`src/rtl/zigbee_out_serializer_if.sv`:
```
// Zigbee output serializer bus.
// Bundles the word handshake toward the serializer and the slice bus
// toward the output pads.
//   data_i  : 64-bit result word to transmit
//   valid_i : data_i is valid
//   ready_o : serializer can take a word this cycle
//   mux_o   : 18-bit slice currently on the pad bus
//   sel_o   : index of the slice on mux_o
//   frame_o : high while slice 0 of a frame is on mux_o
//   busy_o  : high while a frame is being sent
// Modports: master = word producer / pad consumer, slave = serializer.
interface zigbee_out_serializer_if;
  logic [63:0] data_i;
  logic        valid_i;
  logic        ready_o;
  logic [17:0] mux_o;
  logic [1:0]  sel_o;
  logic        frame_o;
  logic        busy_o;

  modport master (
    output data_i, valid_i,
    input  ready_o, mux_o, sel_o, frame_o, busy_o
  );

  modport slave (
    input  data_i, valid_i,
    output ready_o, mux_o, sel_o, frame_o, busy_o
  );
endinterface

```
`src/rtl/zigbee_out_serializer.sv`:
```
// Zigbee output serializer.
// Takes a 64-bit word plus an 8-bit XOR checksum of its bytes and sends it
// over an 18-bit pad bus as four slices, each held for HOLD cycles:
//   slice 0 = data[17:0], slice 1 = data[35:18], slice 2 = data[53:36],
//   slice 3 = {chk, data[63:54]}.
// A new word can be taken in the last cycle of slice 3, giving gap-free
// back-to-back frames.
// Ports:
//   clk_i : clock, rising edge
//   rst_i : asynchronous active-high reset
//   bus   : serializer side of zigbee_out_serializer_if (see that file)
// Parameter:
//   HOLD  : cycles per slice, 1..255
module zigbee_out_serializer #(
  parameter int HOLD = 4
) (
  input  logic                         clk_i,
  input  logic                         rst_i,
  zigbee_out_serializer_if.slave       bus
);

  typedef enum logic {IDLE, SEND} state_t;

  localparam logic [7:0] LAST = 8'(HOLD - 1);

  state_t      state, state_nxt;
  logic [71:0] frame_q, frame_nxt;
  logic [1:0]  sel_q, sel_nxt;
  logic [7:0]  cnt_q, cnt_nxt;
  logic [17:0] mux_q, mux_nxt;
  logic        frm_q, frm_nxt;
  logic        ready;
  logic        accept;

  function automatic logic [7:0] checksum(input logic [63:0] d);
    logic [7:0] c;
    c = '0;
    for (int i = 0; i < 8; i++) c = c ^ d[8*i +: 8];
    return c;
  endfunction

  // The frame register is laid out as {chk, data}, so slice n is simply
  // bits [18n+17:18n].
  function automatic logic [17:0] slice(input logic [71:0] f, input logic [1:0] idx);
    logic [17:0] s;
    case (idx)
      2'd0:    s = f[17:0];
      2'd1:    s = f[35:18];
      2'd2:    s = f[53:36];
      default: s = f[71:54];
    endcase
    return s;
  endfunction

  assign ready  = (state == IDLE) ||
                  ((state == SEND) && (sel_q == 2'd3) && (cnt_q == LAST));
  assign accept = bus.valid_i && ready;

  always_ff @(posedge clk_i or posedge rst_i) begin
    if (rst_i) begin
      state   <= IDLE;
      frame_q <= '0;
      sel_q   <= '0;
      cnt_q   <= '0;
      mux_q   <= '0;
      frm_q   <= 1'b0;
    end else begin
      state   <= state_nxt;
      frame_q <= frame_nxt;
      sel_q   <= sel_nxt;
      cnt_q   <= cnt_nxt;
      mux_q   <= mux_nxt;
      frm_q   <= frm_nxt;
    end
  end

  // mux_o/sel_o/frame_o are computed one cycle ahead so the pad bus is
  // driven straight from flops.
  always_comb begin
    state_nxt = state;
    frame_nxt = frame_q;
    sel_nxt   = sel_q;
    cnt_nxt   = cnt_q;
    mux_nxt   = mux_q;
    frm_nxt   = frm_q;
    case (state)
      IDLE: begin
        if (accept) begin
          state_nxt = SEND;
          frame_nxt = {checksum(bus.data_i), bus.data_i};
          sel_nxt   = 2'd0;
          cnt_nxt   = '0;
          mux_nxt   = bus.data_i[17:0];
          frm_nxt   = 1'b1;
        end
      end
      SEND: begin
        if (cnt_q == LAST) begin
          if (sel_q == 2'd3) begin
            if (accept) begin
              frame_nxt = {checksum(bus.data_i), bus.data_i};
              sel_nxt   = 2'd0;
              cnt_nxt   = '0;
              mux_nxt   = bus.data_i[17:0];
              frm_nxt   = 1'b1;
            end else begin
              state_nxt = IDLE;
              sel_nxt   = 2'd0;
              cnt_nxt   = '0;
              mux_nxt   = '0;
              frm_nxt   = 1'b0;
            end
          end else begin
            sel_nxt = sel_q + 2'd1;
            cnt_nxt = '0;
            mux_nxt = slice(frame_q, sel_q + 2'd1);
            frm_nxt = 1'b0;
          end
        end else begin
          cnt_nxt = cnt_q + 8'd1;
        end
      end
      default: state_nxt = IDLE;
    endcase
  end

  assign bus.ready_o = ready;
  assign bus.busy_o  = (state == SEND);
  assign bus.mux_o   = mux_q;
  assign bus.sel_o   = sel_q;
  assign bus.frame_o = frm_q;

endmodule

```
`src/flat_wrapper.sv`:
```
// flat-port wrapper written by rule: the top's interface ports become plain ports
module zigbee_out_serializer_flat 
#(
  parameter int HOLD = 4
)
  (clk_i, rst_i, bus_data_i, bus_valid_i, bus_ready_o, bus_mux_o, bus_sel_o, bus_frame_o, bus_busy_o);
  zigbee_out_serializer_if bus_i ();
  input  logic clk_i;
  input  logic rst_i;
  input wire logic [$bits(bus_i.data_i)-1:0] bus_data_i;
  input wire logic [$bits(bus_i.valid_i)-1:0] bus_valid_i;
  output wire logic [$bits(bus_i.ready_o)-1:0] bus_ready_o;
  output wire logic [$bits(bus_i.mux_o)-1:0] bus_mux_o;
  output wire logic [$bits(bus_i.sel_o)-1:0] bus_sel_o;
  output wire logic [$bits(bus_i.frame_o)-1:0] bus_frame_o;
  output wire logic [$bits(bus_i.busy_o)-1:0] bus_busy_o;
  assign bus_i.data_i = bus_data_i;
  assign bus_i.valid_i = bus_valid_i;
  assign bus_ready_o = bus_i.ready_o;
  assign bus_mux_o = bus_i.mux_o;
  assign bus_sel_o = bus_i.sel_o;
  assign bus_frame_o = bus_i.frame_o;
  assign bus_busy_o = bus_i.busy_o;
  zigbee_out_serializer #(.HOLD(HOLD)) u_core (.clk_i(clk_i), .rst_i(rst_i), .bus(bus_i));
endmodule
```
`config.mk`:
```
export PLATFORM = sky130hd
export DESIGN_NAME = zigbee_out_serializer_flat
export DESIGN_NICKNAME = d
export VERILOG_FILES = /design/src/rtl/zigbee_out_serializer_if.sv /design/src/rtl/zigbee_out_serializer.sv /design/src/flat_wrapper.sv
export SDC_FILE = /design/constraint.sdc
export NUM_CORES = 1
export LEC_CHECK = 0
export ABC_AREA = 1
export CAP_MARGIN = 40
export CELL_PAD_IN_SITES_DETAIL_PLACEMENT = 0
export CELL_PAD_IN_SITES_GLOBAL_PLACEMENT = 1
export CORE_ASPECT_RATIO = 2
export CORE_MARGIN = 1.5
export CORE_UTILIZATION = 49
export CTS_CLUSTER_DIAMETER = 200
export CTS_CLUSTER_SIZE = 25
export DETAILED_ROUTE_END_ITERATION = 7
export DONT_BUFFER_PORTS = 1
export PLACE_DENSITY_LB_ADDON = 0.1
export SLEW_MARGIN = 25
export SYNTH_ARGS = -nofsm -noshare
export SYNTH_HDL_FRONTEND = slang
export SYNTH_SLANG_ARGS = --single-unit
```
`constraint.sdc`:
```
create_clock -name clk_i -period 5 [get_ports clk_i]
set_input_delay 1.25 -clock clk_i [delete_from_list [all_inputs] [get_ports clk_i]]
set_output_delay 1.25 -clock clk_i [all_outputs]
set_load 0.05 [all_outputs]
```
* Word level (Yosys, flattened, before mapping)
Index checks and enable logic that the tools add are counted.
** Word-level totals
- Register bits :: 102
- Input port bits :: 67
- Output and inout bits :: 23
** Cells by class
- Add/sub/neg operators :: 2
- Equality and inequality tests :: 7
- Muxes and demuxes :: 25
- Bitwise logic cells :: 8
- Reductions and logical operators :: 7
** Operators with widths (number)
- 72-bit 2-to-1 mux :: 3
- 72-bit one-hot mux with 2 select lines :: 1
- 18-bit 2-to-1 mux :: 4
- 8-bit XOR :: 7
- 18-bit one-hot mux with 3 select lines :: 1
- 18-bit one-hot mux with 2 select lines :: 1
- 8-bit 2-to-1 mux :: 2
- 8-bit one-hot mux with 2 select lines :: 1
- 8-bit by 1-bit adder with 8-bit output (second input constant) :: 1
- 8-bit by 2-bit == test with 1-bit output (second input constant) :: 1
- 1-bit 2-to-1 mux :: 6
- 2-bit 2-to-1 mux :: 3
- 2-bit == test (second input constant) :: 2
- 2-bit != test (second input constant) :: 2
- 1-bit one-hot mux with 2 select lines :: 2
- 2-bit one-hot mux with 2 select lines :: 1
- 2-bit AND reduction :: 2
- 1-bit logical AND :: 3
- 2-bit by 1-bit adder with 2-bit output (second input constant) :: 1
- 2-bit by 1-bit == test with 1-bit output (second input constant) :: 1
- 2-bit logical NOT :: 1
- 2-bit by 1-bit != test with 1-bit output (second input constant) :: 1
- 1-bit logical OR :: 1
- 1-bit inverter :: 1

* Longest topological paths before layout
- Depth after elaboration :: 11
- Depth in mapped cells :: 12
- Gate-level depth less buffers :: 10

* Least setup slack after synthesis
OpenSTA, ideal clock, no wires.
- Kind :: flip-flop to output port
- From :: reg u_core.sel_q[1], in the netlist u_core.bus.sel_o[1]
- To :: out bus_ready_o
- Data arrival time :: 1634 ps
- Slack :: 2116 ps
- Cell stages (with the launch flop) :: 7
- Cell sequence :: dfrtp_1 ha_1 buf_2 nor2_4 inv_1 nand2_4 inv_1
** On the way
- Word-level cells in the longest chain between the ends :: 4
** RTL lines
- from (decl) :: RTL line zigbee_out_serializer.sv:28 : logic [1:0] sel_q, sel_nxt;
- from (signal assigned) :: RTL line zigbee_out_serializer.sv:70 : sel_q <= sel_nxt;
- 2-bit == test :: RTL line zigbee_out_serializer.sv:56 : ((state == SEND) && (sel_q == 2'd3) && (cnt_q == LAST));
- 1-bit logical AND (2 in series) :: RTL line zigbee_out_serializer.sv:56
- 1-bit logical OR :: RTL line zigbee_out_serializer.sv:55 : assign ready = (state == IDLE) ||
- to (decl) :: RTL line flat_wrapper.sv:12 : output wire logic [$bits(bus_i.ready_o)-1:0] bus_ready_o;
Every way passes these cells.

* Final worst setup path
- From :: reg u_core.sel_q[0], in the netlist u_core.bus.sel_o[0]
- To :: out bus_ready_o
The elaborated chain is that of the path after synthesis.

==> results.txt <==
- Run status: finished clean
- The critical path starts at u_core.bus.sel_o[0]$_DFFE_PP0P_.
- Hold path endpoint: u_core.frame_q[52]$_DFFE_PP0P_
- After synthesis, the netlist uses 25 different library cells.
- Remaining number of nets flagged by the antenna check after routing: 0
* Post-layout net count: about 700
- After filler insertion, the fill cell instance count of the layout stands at roughly 1.0k.
- STA classifies the critical path startpoint as a register.
- In the final layout, flip-flops and latches occupy 2100 um^2.
* Library cell with the largest summed area after synthesis: sky130_fd_sc_hd__dfrtp_1
* Headroom to the max-slew limit: 51.7%
* H-tree depth reported by CTS: 3
* Number of buffers and inverters on the critical path: 2
- The worst path in the final design needs a cycle of between 3 and 4 ns, including I/O delays and setup.
- The later pin in the worst-skew pair is clocked with a latency of 0.34 ns.
- Initial standard-cell utilization of the core: 50.0%
* Maximum fanout count along the critical path: 17
- Number of cells produced by synthesis: 644
* Share of the yosys chip area belonging to registers: 43.3%
- Endpoint of the lowest-slack register-to-register path: u_core.frame_q[46]$_DFFE_PP0P_
- After layout, the worst path uses 71.2% of the clock period.
* Number of hold-slack violations in the final timing report: 0
- Area occupied by multi-input gates: 2270 um^2
* Global placer's final weighted congestion: 0.819
- Input and output buffers added on the ports amount to 0.
- In the synthesized netlist, the cells that appear most often are 216 x sky130_fd_sc_hd__nand2_1, 84 x sky130_fd_sc_hd__dfrtp_1, 61 x sky130_fd_sc_hd__nand3_1.
- Die area: 10500 um^2
* Synthesis-stage register bit count: between 80 and 90
- In this run the register-to-register setup slack is 2.22 ns.
- Overall track demand over capacity in global routing: 26.7%
* Number of antenna violations at the first check in global routing: 0
- Clock transition at path regs: approximately 0.06 ns
* Clock tree root buffer cell: sky130_fd_sc_hd__clkbuf_16
- Dominant cell by count in the synthesized netlist: sky130_fd_sc_hd__nand2_1
- Leakage Power: ~2.6 nW
* Remaining global-route overflow: 0
- Hold-fix buffers, CTS: 0
* Required time at the worst-slack endpoint: 3.75 ns
* Post-DP HPWL: 10.0 mm
* Crit path kind: reg2out
- Cell area after synthesis: 4850 um^2
- I/O pin cnt: 90
* Nets in the synthesized netlist: 716
- Critical Path, Cell by Cell: ha_1, nor2_4, inv_1, nand2_4, inv_1
- Residual DRC: 0
- Synthesized area divided by synthesized cell count: 7.53 um^2
- Number of enable flip-flop cells after synthesis: 0
- The slowest stage of the critical path belongs to the cell sky130_fd_sc_hd__dfrtp_1.
- Floorplan row count: 51
- In this run the worst hold path is classified as reg2reg.
- Main flop type after synthesis: sky130_fd_sc_hd__dfrtp_1
- Counting cells, the worst reg-to-reg path comes to 8.
- Adding up every negative setup slack in the final design gives 0 ns.
* Via count of the first global-routing pass: about 3.9k
- In this run the critical register-to-register path is launched from u_core.bus.sel_o[0]$_DFFE_PP0P_.
* Drt initial violations: around 310
- Worst setup EP type: output pin
- Peak supply drop: 0.000289 V
* Critical path data arrival time: 2.31 ns
- Number of CTS-inserted buffers: 9
* Max clock buf depth: 2
- Post-route clock skew: 0.00888 ns
- Fraction of synthesis flops using an asynchronous set or reset pin: 100%
- Setup repair after global routing missed its margin: false
- Broken down by cell family, the worst path's largest delay share belongs to flip-flops.
- Portion of synthesized cell area occupied by the leading cell type: 43.3%
* Ratio of cells with drive above 1 in the final layout: under 10%
* Std-Cell Core Area: 9700 um^2
- Cell area power density: between 600 and 700 nW/um^2
- Post-CTS sizing: 0
* Synthesis warning total: 0
- Cell mode on critical path: sky130_fd_sc_hd__inv_1
- Largest incremental delay on the critical path: 0.59 ns
- The die is 73.4 um wide.
- Wire length of the first global-routing pass: 20.5 mm
* Max-slew violation count: 0
- Avg Vias per Cell: approximately 5.2
- Including well taps, the total number of placed cells is 747.
- After clock tree synthesis, the setup repair step added 0 buffers.
* Maximum number of pins on one net before global-route repair: between 60 and 70
- The repair_antennas step left the layout with diodes totalling 0.
* Maximum clock rate: 0.281 GHz
* Chip height: approximately 140 um
- Pin slew with the least headroom to its limit: 0.724 ns
- Detailed-route wire length per cell: 17.3 um
* Hold path cells: 2
* MaxCap Viol Count: 0
* Non-filler cells in the finished layout: 764
- Sorting the synthesized cells by area gives the leading types as sky130_fd_sc_hd__dfrtp_1 43%, sky130_fd_sc_hd__nand2_1 17%, sky130_fd_sc_hd__nand3_1 6.3%, sky130_fd_sc_hd__inv_1 4.6%, sky130_fd_sc_hd__xor2_1 3.4%.
* Overall routed net length: 13.2 mm
- Count of clock tree sinks: 84
* Startpoint of the tightest hold check path: u_core.frame_q[52]$_DFFE_PP0P_
* Total via count in the routed design: 4002
- TritonCTS clock tree: done
* Area grow syn2layout: 7.35%
* Final setup violating endpoints: 0
- Router iterations before antenna repair: 4
-- power by group --
part	leakage [nW]	switching, W	internal [W]
Clock	0.157	0.000270	0.000489
Combinational	1.46	0.000657	0.000405
Sequential	1.02	0.000548	0.000997
-- worst max path at each step --
stage,cells after the start,endpoint,slack [ns]
after floorplan,1,u_core.bus.busy_o$_DFF_PP0_,1.58
after global placement,5,bus_ready_o,1.86
after detailed placement,5,bus_ready_o,1.82
after CTS,6,bus_ready_o,1.44
after global routing,6,bus_ready_o,1.29
final,5,bus_ready_o,1.44
-- flip-flops by register name (all words and copies together), names as in the netlist --
| register | count |
|---|---|
| u_core.bus.busy_o | 1 |
| u_core.bus.frame_o | 1 |
| u_core.bus.mux_o | 18 |
| u_core.bus.sel_o | 2 |
| u_core.cnt_q | 8 |
| u_core.frame_q | 54 |
-- worst min-delay path, stage by stage, from the launching register on --
cell	delay, ns
sky130_fd_sc_hd__dfrtp_1	0.34
sky130_fd_sc_hd__nand2_1	0.05
sky130_fd_sc_hd__nand2_1	0.05
-- cell usage in the layout, fill, tap and decap left out --
cell type                    count
sky130_fd_sc_hd__clkbuf_16       9
sky130_fd_sc_hd__o21ai_0        24
sky130_fd_sc_hd__nand2_4         2
sky130_fd_sc_hd__bufinv_16       3
sky130_fd_sc_hd__buf_16          1
sky130_fd_sc_hd__clkinv_2        1
sky130_fd_sc_hd__inv_1          59
sky130_fd_sc_hd__inv_2           6
sky130_fd_sc_hd__xor2_1         19
sky130_fd_sc_hd__nand2b_1        8
sky130_fd_sc_hd__dfrtp_1        84
sky130_fd_sc_hd__nand2_2         1
sky130_fd_sc_hd__nand3_1        61
sky130_fd_sc_hd__o22ai_1         7
sky130_fd_sc_hd__clkinvlp_4      1
sky130_fd_sc_hd__xnor2_1        18
sky130_fd_sc_hd__nor2_1         39
sky130_fd_sc_hd__buf_8           1
sky130_fd_sc_hd__clkbuf_1        3
sky130_fd_sc_hd__ha_1            5
sky130_fd_sc_hd__nand4_1         3
sky130_fd_sc_hd__a21oi_1        28
sky130_fd_sc_hd__o211ai_1       15
sky130_fd_sc_hd__nor2_4          2
sky130_fd_sc_hd__buf_12          1
sky130_fd_sc_hd__o21ai_2         7
sky130_fd_sc_hd__buf_4           3
sky130_fd_sc_hd__nand2_1       216
sky130_fd_sc_hd__o21ai_1         5
-- cell type report --
cell class	instances	area share, %
multi-input cells	460	43.6
flip-flops and latches	84	40.4
inverters	66	4.78
clock buffers	12	4.54
well taps	132	3.17
clock inverters	4	1.87
repair buffers	6	1.63
-- through the flow --
| step | hold WS (ns) | util, % | instance area, um^2 | total power, W | setup slack, ns |
|---|---|---|---|---|---|
| floorplan | 0.442 | - | 4850 | 0.00229 | 1.58 |
| global placement | 0.455 | 49.6 | 4810 | 0.00257 | 1.86 |
| detailed placement | 0.459 | 50.0 | 4850 | 0.00262 | 1.82 |
| CTS | 0.474 | 53.5 | 5190 | 0.00339 | 1.44 |
| global route | 0.501 | 53.7 | 5210 | 0.00359 | 1.29 |
| finish | 0.478 | 53.7 | 5210 | 0.00337 | 1.44 |
-- logic make-up after synthesis --
logic type	count (synthesis)	share of synthesized area (%)
AND/OR/NAND/NOR	332	28.5
buffers and inverters	100	9.83
AO/OA/AOI/OAI	86	10.4
flip-flops	84	43.3
XOR/XNOR	37	6.68
adder cells (fa/ha/maj)	5	1.29
-- routing by layer --
layer / GRT usage [%] / wire length (um) / vias up
met4: 10.4 / 410 / 0
met5: 0 / 0 / -
met1: 30.7 / 4950 / 1876
met3: 5.75 / 655 / 20
li1: - / - / 2001
met2: 47.3 / 7220 / 105
Power figures use the tool's default switching activity.
